===== src/rtl/ft600_pkg.sv =====
// Shared types and constants for the FT600 245-synchronous FIFO device model.
package ft600_pkg;

  localparam int unsigned FT600_WIDTH = 16;

  typedef logic [FT600_WIDTH-1:0] ft600_word_t;

  typedef struct packed {
    logic underrun;
    logic overrun;
    logic contention;
  } ft600_err_t;

endpackage


===== src/rtl/ft600_fifo.sv =====
// Synchronous show-ahead FIFO with a registered head word and occupancy count.
module ft600_fifo
  import ft600_pkg::*;
#(
  parameter int unsigned DEPTH_LOG2 = 4,
  parameter int unsigned WIDTH      = FT600_WIDTH
) (
  input  logic                CLK,
  input  logic                RST,
  input  logic                push,
  input  logic [WIDTH-1:0]    push_data,
  input  logic                pop,
  output logic [WIDTH-1:0]    head,
  output logic [DEPTH_LOG2:0] count,
  output logic                full,
  output logic                empty
);

  localparam logic [DEPTH_LOG2:0] CNT_ONE  = {{DEPTH_LOG2{1'b0}}, 1'b1};
  localparam logic [DEPTH_LOG2:0] CNT_FULL = {1'b1, {DEPTH_LOG2{1'b0}}};

  logic [WIDTH-1:0]      mem [1 << DEPTH_LOG2];
  logic [DEPTH_LOG2-1:0] wr_ptr;
  logic [DEPTH_LOG2-1:0] rd_ptr;
  logic [DEPTH_LOG2-1:0] rd_ptr_inc;
  logic [DEPTH_LOG2:0]   count_next;
  logic [WIDTH-1:0]      head_next;
  logic                  push_ok;
  logic                  pop_ok;

  assign full       = (count == CNT_FULL);
  assign empty      = (count == '0);
  assign pop_ok     = pop && !empty;
  // A push into a full FIFO is legal when a pop frees the head slot on the same edge.
  assign push_ok    = push && (!full || pop_ok);
  assign rd_ptr_inc = rd_ptr + 1'b1;

  always_comb begin
    count_next = count;
    case ({push_ok, pop_ok})
      2'b10:   count_next = count + CNT_ONE;
      2'b01:   count_next = count - CNT_ONE;
      default: count_next = count;
    endcase
  end

  // Head follows the next entry after a pop; popping the last entry keeps the old word.
  always_comb begin
    head_next = head;
    if (pop_ok) begin
      if (count == CNT_ONE) begin
        if (push_ok) head_next = push_data;
      end else begin
        head_next = mem[rd_ptr_inc];
      end
    end else if (push_ok && empty) begin
      head_next = push_data;
    end
  end

  always_ff @(posedge CLK) begin
    if (RST) begin
      wr_ptr <= '0;
      rd_ptr <= '0;
      count  <= '0;
      head   <= '0;
    end else begin
      if (push_ok) wr_ptr <= wr_ptr + 1'b1;
      if (pop_ok)  rd_ptr <= rd_ptr_inc;
      count <= count_next;
      head  <= head_next;
    end
  end

  always_ff @(posedge CLK) begin
    if (push_ok) mem[wr_ptr] <= push_data;
  end

endmodule


===== src/rtl/ft600_responder.sv =====
// Device-side FT600 245-sync FIFO bus model: RX FIFO feeds master reads,
// master writes fill the TX FIFO; usb_ad is split into in/out/enable.
module ft600_responder
  import ft600_pkg::*;
#(
  parameter int unsigned DEPTH_LOG2 = 4,
  parameter int unsigned WIDTH      = FT600_WIDTH
) (
  input  logic             CLK,
  input  logic             RST,
  input  logic             usb_rd_n,
  input  logic             usb_oe_n,
  input  logic             usb_wr_n,
  input  logic [WIDTH-1:0] usb_ad_in,
  output logic             usb_rxf,
  output logic             usb_txe,
  output logic [WIDTH-1:0] usb_ad_out,
  output logic             usb_ad_oe,
  input  logic             rx_push_valid,
  input  logic [WIDTH-1:0] rx_push_data,
  output logic             rx_push_ready,
  output logic             tx_pop_valid,
  output logic [WIDTH-1:0] tx_pop_data,
  input  logic             tx_pop_ready,
  output logic             err_underrun,
  output logic             err_overrun,
  output logic             err_contention
);

  localparam logic [DEPTH_LOG2:0] CNT_ONE    = {{DEPTH_LOG2{1'b0}}, 1'b1};
  localparam logic [DEPTH_LOG2:0] CNT_FULL   = {1'b1, {DEPTH_LOG2{1'b0}}};
  localparam logic [DEPTH_LOG2:0] CNT_ALMOST = CNT_FULL - CNT_ONE;

  logic                rd_req;
  logic                rd_fire;
  logic                wr_req;
  logic                wr_fire;
  logic                rx_push_fire;
  logic                tx_pop_fire;
  logic                rx_full;
  logic                rx_empty;
  logic                tx_full;
  logic                tx_empty;
  logic [DEPTH_LOG2:0] rx_count;
  logic [DEPTH_LOG2:0] tx_count;
  logic [WIDTH-1:0]    rx_head;
  logic [WIDTH-1:0]    tx_head;
  logic                rxf_q;
  logic                txe_q;
  logic                rxf_d;
  logic                txe_d;
  logic                ad_oe_q;
  ft600_err_t          err_q;
  ft600_err_t          err_d;

  assign rd_req       = !usb_rd_n && !usb_oe_n;
  assign rd_fire      = rd_req && !rxf_q;
  assign wr_req       = !usb_wr_n;
  assign rx_push_fire = rx_push_valid && rx_push_ready;
  assign tx_pop_fire  = tx_pop_valid && tx_pop_ready;
  // txe is high only when full; a same-edge local pop still lets the write through.
  assign wr_fire      = wr_req && usb_oe_n && (!txe_q || tx_pop_fire);

  ft600_fifo #(
    .DEPTH_LOG2 (DEPTH_LOG2),
    .WIDTH      (WIDTH)
  ) u_rx_fifo (
    .CLK       (CLK),
    .RST       (RST),
    .push      (rx_push_fire),
    .push_data (rx_push_data),
    .pop       (rd_fire),
    .head      (rx_head),
    .count     (rx_count),
    .full      (rx_full),
    .empty     (rx_empty)
  );

  ft600_fifo #(
    .DEPTH_LOG2 (DEPTH_LOG2),
    .WIDTH      (WIDTH)
  ) u_tx_fifo (
    .CLK       (CLK),
    .RST       (RST),
    .push      (wr_fire),
    .push_data (usb_ad_in),
    .pop       (tx_pop_fire),
    .head      (tx_head),
    .count     (tx_count),
    .full      (tx_full),
    .empty     (tx_empty)
  );

  assign rx_push_ready = !rx_full;
  assign tx_pop_valid  = !tx_empty;
  assign tx_pop_data   = tx_head;
  assign usb_ad_out    = rx_head;
  assign usb_rxf       = rxf_q;
  assign usb_txe       = txe_q;
  assign usb_ad_oe     = ad_oe_q;
  assign err_underrun   = err_q.underrun;
  assign err_overrun    = err_q.overrun;
  assign err_contention = err_q.contention;

  // Flags reflect the post-edge occupancy, derived from current count and this edge's traffic.
  always_comb begin
    rxf_d = 1'b0;
    txe_d = 1'b0;
    if (rx_empty) rxf_d = !rx_push_fire;
    else          rxf_d = (rx_count == CNT_ONE) && rd_fire && !rx_push_fire;
    if (tx_full)  txe_d = !(tx_pop_fire && !wr_fire);
    else          txe_d = (tx_count == CNT_ALMOST) && wr_fire && !tx_pop_fire;
  end

  always_comb begin
    err_d = err_q;
    if (rd_req && rxf_q)                          err_d.underrun   = 1'b1;
    if (wr_req && !usb_oe_n)                      err_d.contention = 1'b1;
    if (wr_req && usb_oe_n && txe_q && !tx_pop_fire) err_d.overrun = 1'b1;
  end

  always_ff @(posedge CLK) begin
    if (RST) begin
      rxf_q   <= 1'b1;
      txe_q   <= 1'b1;
      ad_oe_q <= 1'b0;
      err_q   <= '0;
    end else begin
      rxf_q   <= rxf_d;
      txe_q   <= txe_d;
      ad_oe_q <= !usb_oe_n;
      err_q   <= err_d;
    end
  end

endmodule


===== config.mk =====
export PLATFORM = sky130hd
export DESIGN_NAME = ft600_responder
export DESIGN_NICKNAME = d
export VERILOG_FILES = /design/src/rtl/ft600_pkg.sv /design/src/rtl/ft600_fifo.sv /design/src/rtl/ft600_responder.sv
export SDC_FILE = /design/constraint.sdc
export NUM_CORES = 1
export LEC_CHECK = 0
export BUFFER_PORTS_ARGS = -buffer_cell sky130_fd_sc_hd__buf_2
export CAP_MARGIN = 20
export CORE_UTILIZATION = 40
export CTS_BUF_LIST = sky130_fd_sc_hd__clkbuf_16
export DETAILED_ROUTE_END_ITERATION = 8
export PLACE_DENSITY = 0.61
export SKIP_CTS_REPAIR_TIMING = 1
export SLEW_MARGIN = 5
export SYNTH_ARGS = -nofsm -noshare
export SYNTH_HDL_FRONTEND = slang
export SYNTH_SLANG_ARGS = --single-unit

===== constraint.sdc =====
create_clock -name CLK -period 7.3 [get_ports CLK]
set_clock_uncertainty 0.05 [all_clocks]
set_input_delay 0.73 -clock CLK [delete_from_list [all_inputs] [get_ports CLK]]
set_output_delay 0.73 -clock CLK [all_outputs]
set_load 0.02 [all_outputs]

Yosys cells after proc, flatten, opt, wreduce, memory -nomap -nowiden
Memories as Yosys holds them, arrays and structs flattened.
Cells that the tools add are included.
{"block": "word_totals", "regBits": 64, "latchBits": 0, "mem_bits_rw": 512, "rom_bits": 0, "input_bits": 39, "output_inout_bits": 40, "mem_count": 2}
{"block": "classes", "add_sub_neg": 8, "mul": 0, "div_mod_pow": 0, "n_lt_le_gt_ge": 0, "n_eq_ne": 11, "n_shift": 0, "mux": 16, "bitwise": 0, "reduce_logical": 45}
{"memory": "u_rx_fifo.mem", "depth": 16, "width": 16, "rd": 1, "rd_clocked_by_memory_dff": 0, "wr": 1, "line_no": "ft600_fifo.sv:22", "rtl": "logic [WIDTH-1:0] mem [1 << DEPTH_LOG2];"}
{"memory": "u_tx_fifo.mem", "depth": 16, "width": 16, "rd": 1, "rd_clocked_by_memory_dff": 0, "wr": 1, "line_no": "ft600_fifo.sv:22"}
{"cell": "$mux W16", "count": 8}
{"cell": "$logic_and A1 B1 Y1", "count": 21}
{"cell": "$pmux W5 S2", "count": 2}
{"cell": "$add A4 B1 Y4 const B", "count": 4}
{"cell": "$logic_not A1 Y1", "count": 13}
{"cell": "$add A5 B1 Y5 const B", "count": 2}
{"cell": "$eq A5 B1 Y1 const B", "count": 2}
{"cell": "$eq A5 B5 Y1 const B", "count": 2}
{"cell": "$logic_not A5 Y1", "count": 2}
{"cell": "$sub A5 B1 Y5 const B", "count": 2}
{"cell": "$reduce_bool A2 Y1", "count": 4}
{"cell": "$mux W1", "count": 6}
{"cell": "$ne A3 B2 Y1 const B", "count": 2}
{"cell": "$eq A5 B4 Y1 const B", "count": 1}
{"cell": "$eq A2 B1 Y1 const B", "count": 2}
{"cell": "$eq A2 B2 Y1 const B", "count": 2}
{"cell": "$reduce_and A2 Y1", "count": 2}
{"cell": "$logic_or A1 B1 Y1", "count": 3}

Depth between registers and ports, before layout
{"block": "depth", "depth_word": 9, "ltp_mapped": 11, "depth_no_buf": 10}

Cells and area by module
A second synthesis with hierarchy kept.
{"block": "unflattened", "cells_unflattened": 1402, "area_unflattened_um2": 23328.6}
{"module": "ft600_fifo at u_rx_fifo", "instances": 1, "cells_per_inst": 686, "area_each_um2": 11531.1}
{"module": "ft600_fifo at u_tx_fifo", "instances": 1, "cells_per_inst": 684, "area_each_um2": 11516.0}
{"module": "ft600_responder", "instances": 1, "cells_per_inst": 32, "area_each_um2": 281.5}

Worst setup path after synthesis
No wires, ideal clock.
{"block": "synth_timing", "kind": "input-to-reg", "start": "in usb_oe_n", "end": "mem u_tx_fifo.mem[2][0] in the netlist's numbering, enable pin", "arrival_time_ns": 2.934, "required_time_ns": 6.841, "slack_ns": 3.906, "cell_stages": 6, "cell_sequence": "or2b_2 > a41oi_1 > and2_1 > clkbuf_1 > nand2_1 > nor3_1"}
{"block": "synth_via", "elab_chain_len": 5}
{"element": "start, declared", "line_no": "ft600_responder.sv:12", "rtl": "input logic usb_oe_n,"}
{"element": "$logic_and A1 B1 Y1 (2 in a row)", "line_no": "ft600_responder.sv:62", "rtl": "assign wr_fire = wr_req && usb_oe_n && (!txe_q || tx_pop_fire);"}
{"element": "$logic_and A1 B1 Y1", "line_no": "ft600_fifo.sv:35", "rtl": "assign push_ok = push && (!full || pop_ok);"}
{"element": "$mux W1", "line_no": "ft600_fifo.sv:76", "rtl": "if (push_ok) mem[wr_ptr] <= push_data;"}
{"element": "$mux W1 (implied by the code)", "line_no": "ft600_fifo.sv:76"}
{"element": "end, declared", "line_no": "ft600_fifo.sv:22"}
No other way between the ends.

Worst setup path in the final report
{"block": "layout_timing", "start": "reg u_rx_fifo.rd_ptr[0]", "end": "reg u_rx_fifo.head[10]"}
{"block": "layout_via", "elab_chain_len": 4}
{"element": "start, declared", "line_no": "ft600_fifo.sv:24", "rtl": "logic [DEPTH_LOG2-1:0] rd_ptr;"}
{"element": "start signal, assigned", "line_no": "ft600_fifo.sv:69", "rtl": "if (pop_ok) rd_ptr <= rd_ptr_inc;"}
{"element": "$add A4 B1 Y4", "line_no": "ft600_fifo.sv:36", "rtl": "assign rd_ptr_inc = rd_ptr + 1'b1;"}
{"element": "via u_rx_fifo.rd_ptr_inc[1]", "line_no": "ft600_fifo.sv:25", "rtl": "logic [DEPTH_LOG2-1:0] rd_ptr_inc;"}
{"element": "$mem_v2 Z16 W16"}
{"element": "$mux W16", "line_no": "ft600_fifo.sv:51", "rtl": "if (count == CNT_ONE) begin"}
{"element": "$mux W16", "line_no": "ft600_fifo.sv:50", "rtl": "if (pop_ok) begin"}
{"element": "end signal, assigned", "line_no": "ft600_fifo.sv:71", "rtl": "head <= head_next;"}
{"element": "end, declared", "line_no": "ft600_fifo.sv:13", "rtl": "output logic [WIDTH-1:0] head,"}
The timed path passes the listed nets, and every way through them passes these cells.
A chain may end at the register's enable or synchronous reset.

==> impl_metrics.csv <==
group,metric,value,unit
synth,synth.top_cell.area_share,67.6,%
synth,synth-seq-area-share,73.2,%
clock_tree,numCtsBuffers,58,
synth,async_flop_share,0,%
synth,synth-edff-count,512,
global_routing,first_global_vias,11900,
timing,rsz0062_at_grt,"false",
routing,drt-initial-drc-count,1145,
placed_design,gp_congestion,0.839,
synth,synth_cells,1208,
timing,worst_slack,3.67,ns
hold_path,hold_path.class,"input port to flop",
floorplanning,initial_core_util,40.4,%
placed_design,place_area,24200,sq um
final_layout,nets,1375,
clock_tree,clock-sinks,576,
worst_setup_path,end_kind,"flop",
final_layout,syn2layout_area_growth,14.9,%
clock_tree,clockRootBuffer,"clkbuf_16",
placed_design,pre_cts_ws,3.60,ns
final_layout,antennaDiodeCount,0,
clock_tree,clk_latency,0.62,ns
timing,finalSetupViolCount,0,
timing,fin_crit,3.63,ns
worst_setup_path,crit_fanout,39,
worst_setup_path,startpoint_type,"flop",
synth,synth_flop_cell,"edfxtp_1",
synth,ys_top_cells_by_area,"edfxtp_1 68%, mux4_2 13%, dfxtp_1 5.6%",
synth,yosys_register_bits,576,
power,power,8.25,mW
timing,tightestPinTransition,1.11,ns
clock_tree,path_clk_slew,0.06,ns
power,ir_worst_vdd,0.195,mV
worst_setup_path,cp.required,7.70,ns
routing,routed_via_density,5.55,
global_routing,track_usage,18.2,%
floorplanning,die_x,240,microns
timing,drv_slew,0,
synth,ys_warn_count,0,
clock_tree,h-tree-depth,2,
routing,num_vias,11800,
routing,routed_wl,51800,microns
synth,syn_area_per_cell,18.8,sq um
outcome,status,"finished, final reports clean",
synth,yosysUniqueCellTypes,57,
final_layout,final_cell_mix,"512 x edfxtp_1, 128 x mux4_2, 78 x buf_2",
global_routing,antenna_found_initial,2,
floorplanning,io_pins,79,
final_layout,final_util,46.4,%
clock_tree,clock_path_buffers,3,
global_routing,grt_start_max_net_pins,65,
placed_design,hpwl,31700,microns
floorplanning,die_h,240,microns
routing,dr.pass1.iters,4,
floorplanning,num_rows,87,
timing,tns,0,ns
floorplanning,die_area,57800,sq um
synth,syn_nets,1267,
routing,drtAntennaViolNets,0,
timing,max_freq,275,MHz
routing,detail_route.wl_per_cell,24.5,microns
routing,drcViolationCount,0,
synth,synth.cell_area,22700,sq um
timing,period_share,49.7,%
timing,hold_viol_final,0,
job,cap_violations,0,
worst_setup_path,worstPathArrival,4.03,ns
power,p_leak,8.34,nW
final_layout,final_area,26100,sq um
final_layout,drive_above_1_share,26.7,%
timing,max-slew-margin-rel,25.8,%
final_layout,final_cells,2120,
timing,hold_ws,0.293,ns
global_routing,grt_pass1_wl,77700,microns
power,power_density,316,nW/um^2
floorplanning,core,56300,sq um
clock_tree,cts_tree,"yes",
synth,yosysTopAreaCell,"edfxtp_1",
final_layout,layout_commonest_cell,"edfxtp_1",
placed_design,placedCellCount,2007,
worst_setup_path,path_class,"flop to flop",
placed_design,portBuffers,78,
global_routing,grt-ovfl-total,0,
==> registers in the layout, indices dropped and copies added (netlist names) <==
name and flops:
u_tx_fifo.mem 256, usb_ad_oe 1, u_tx_fifo.head 16, u_rx_fifo.wr_ptr 4, u_rx_fifo.mem 256, u_tx_fifo.count 5, usb_txe 1, u_rx_fifo.count 5
u_rx_fifo.rd_ptr 4, err_contention 1, err_underrun 1, err_overrun 1, usb_rxf 1, u_tx_fifo.rd_ptr 4, u_rx_fifo.head 16, u_tx_fifo.wr_ptr 4
==> kinds of logic after synthesis <==
family	Yosys count	synth area share (%)
buf+inv	80	1.52
mux	163	14.2
xor+xnor	21	0.809
compound gates	90	3.07
flops	576	73.2
simple gates	258	6.05
fa+ha+maj	20	1.10
==> layout make-up <==
type	count	area [sq um]
clock buffer	58	1450
clock inverter	50	443
fill	4715	30100
inverter	16	60.1
multi-input combinational	552	5880
sequential	576	16700
tap	756	946
timing repair buffer	112	683
==> layer usage <==
metal | wire length (microns) | track usage [%]
met1 | 23500 | 26.9
met2 | 24800 | 28.4
met3 | 2630 | 2.81
met4 | 829 | 4.46
met5 | 23 | 0
==> path summary, 6_finish.rpt <==
kind                                    start                         endpoint  slack (ns)  depth (start not counted)
min                                  usb_oe_n             usb_ad_oe$_SDFF_PP0_        0.29                          2
max          u_rx_fifo.rd_ptr[0]$_SDFFE_PP0N_  u_rx_fifo.head[10]$_SDFFE_PP0P_        3.67                          6
max reg2reg  u_rx_fifo.rd_ptr[0]$_SDFFE_PP0N_  u_rx_fifo.head[10]$_SDFFE_PP0P_        3.67                          6
min reg2reg       err_contention$_SDFFE_PP0P_      err_contention$_SDFFE_PP0P_        0.42                          2
==> synthesized netlist by cell type, types with 6 or more instances <==
cell type	number
a21oi_1	9
a31oi_1	9
a32o_1	15
buf_2	19
clkbuf_1	38
dfxtp_1	64
edfxtp_1	512
ha_1	20
inv_1	15
mux2i_1	35
mux4_2	128
nand2_1	53
nand3_1	11
nor2_1	75
nor2b_1	7
nor3_1	12
nor3b_1	64
nor4_1	16
o21ai_0	6
o221ai_1	15
o22ai_1	16
xnor2_1	10
xor2_1	11
==> critical path, cell delays in order, from the launching register on <==
cell	delay, ns
dfxtp_4	0.84
ha_2	0.93
buf_4	0.59
mux4_2	0.38
nor3b_1	0.18
nor4_1	0.31
o22ai_1	0.12
==> power by group <==
group / leakage (nW) / switching, mW / internal (mW) / total, mW
clock: 0.976 / 1.25 / 1.70 / 2.94
combinational: 2.22 / 0.830 / 0.666 / 1.50
sequential: 5.14 / 0.121 / 3.69 / 3.81
Power figures use the tool's default switching activity.
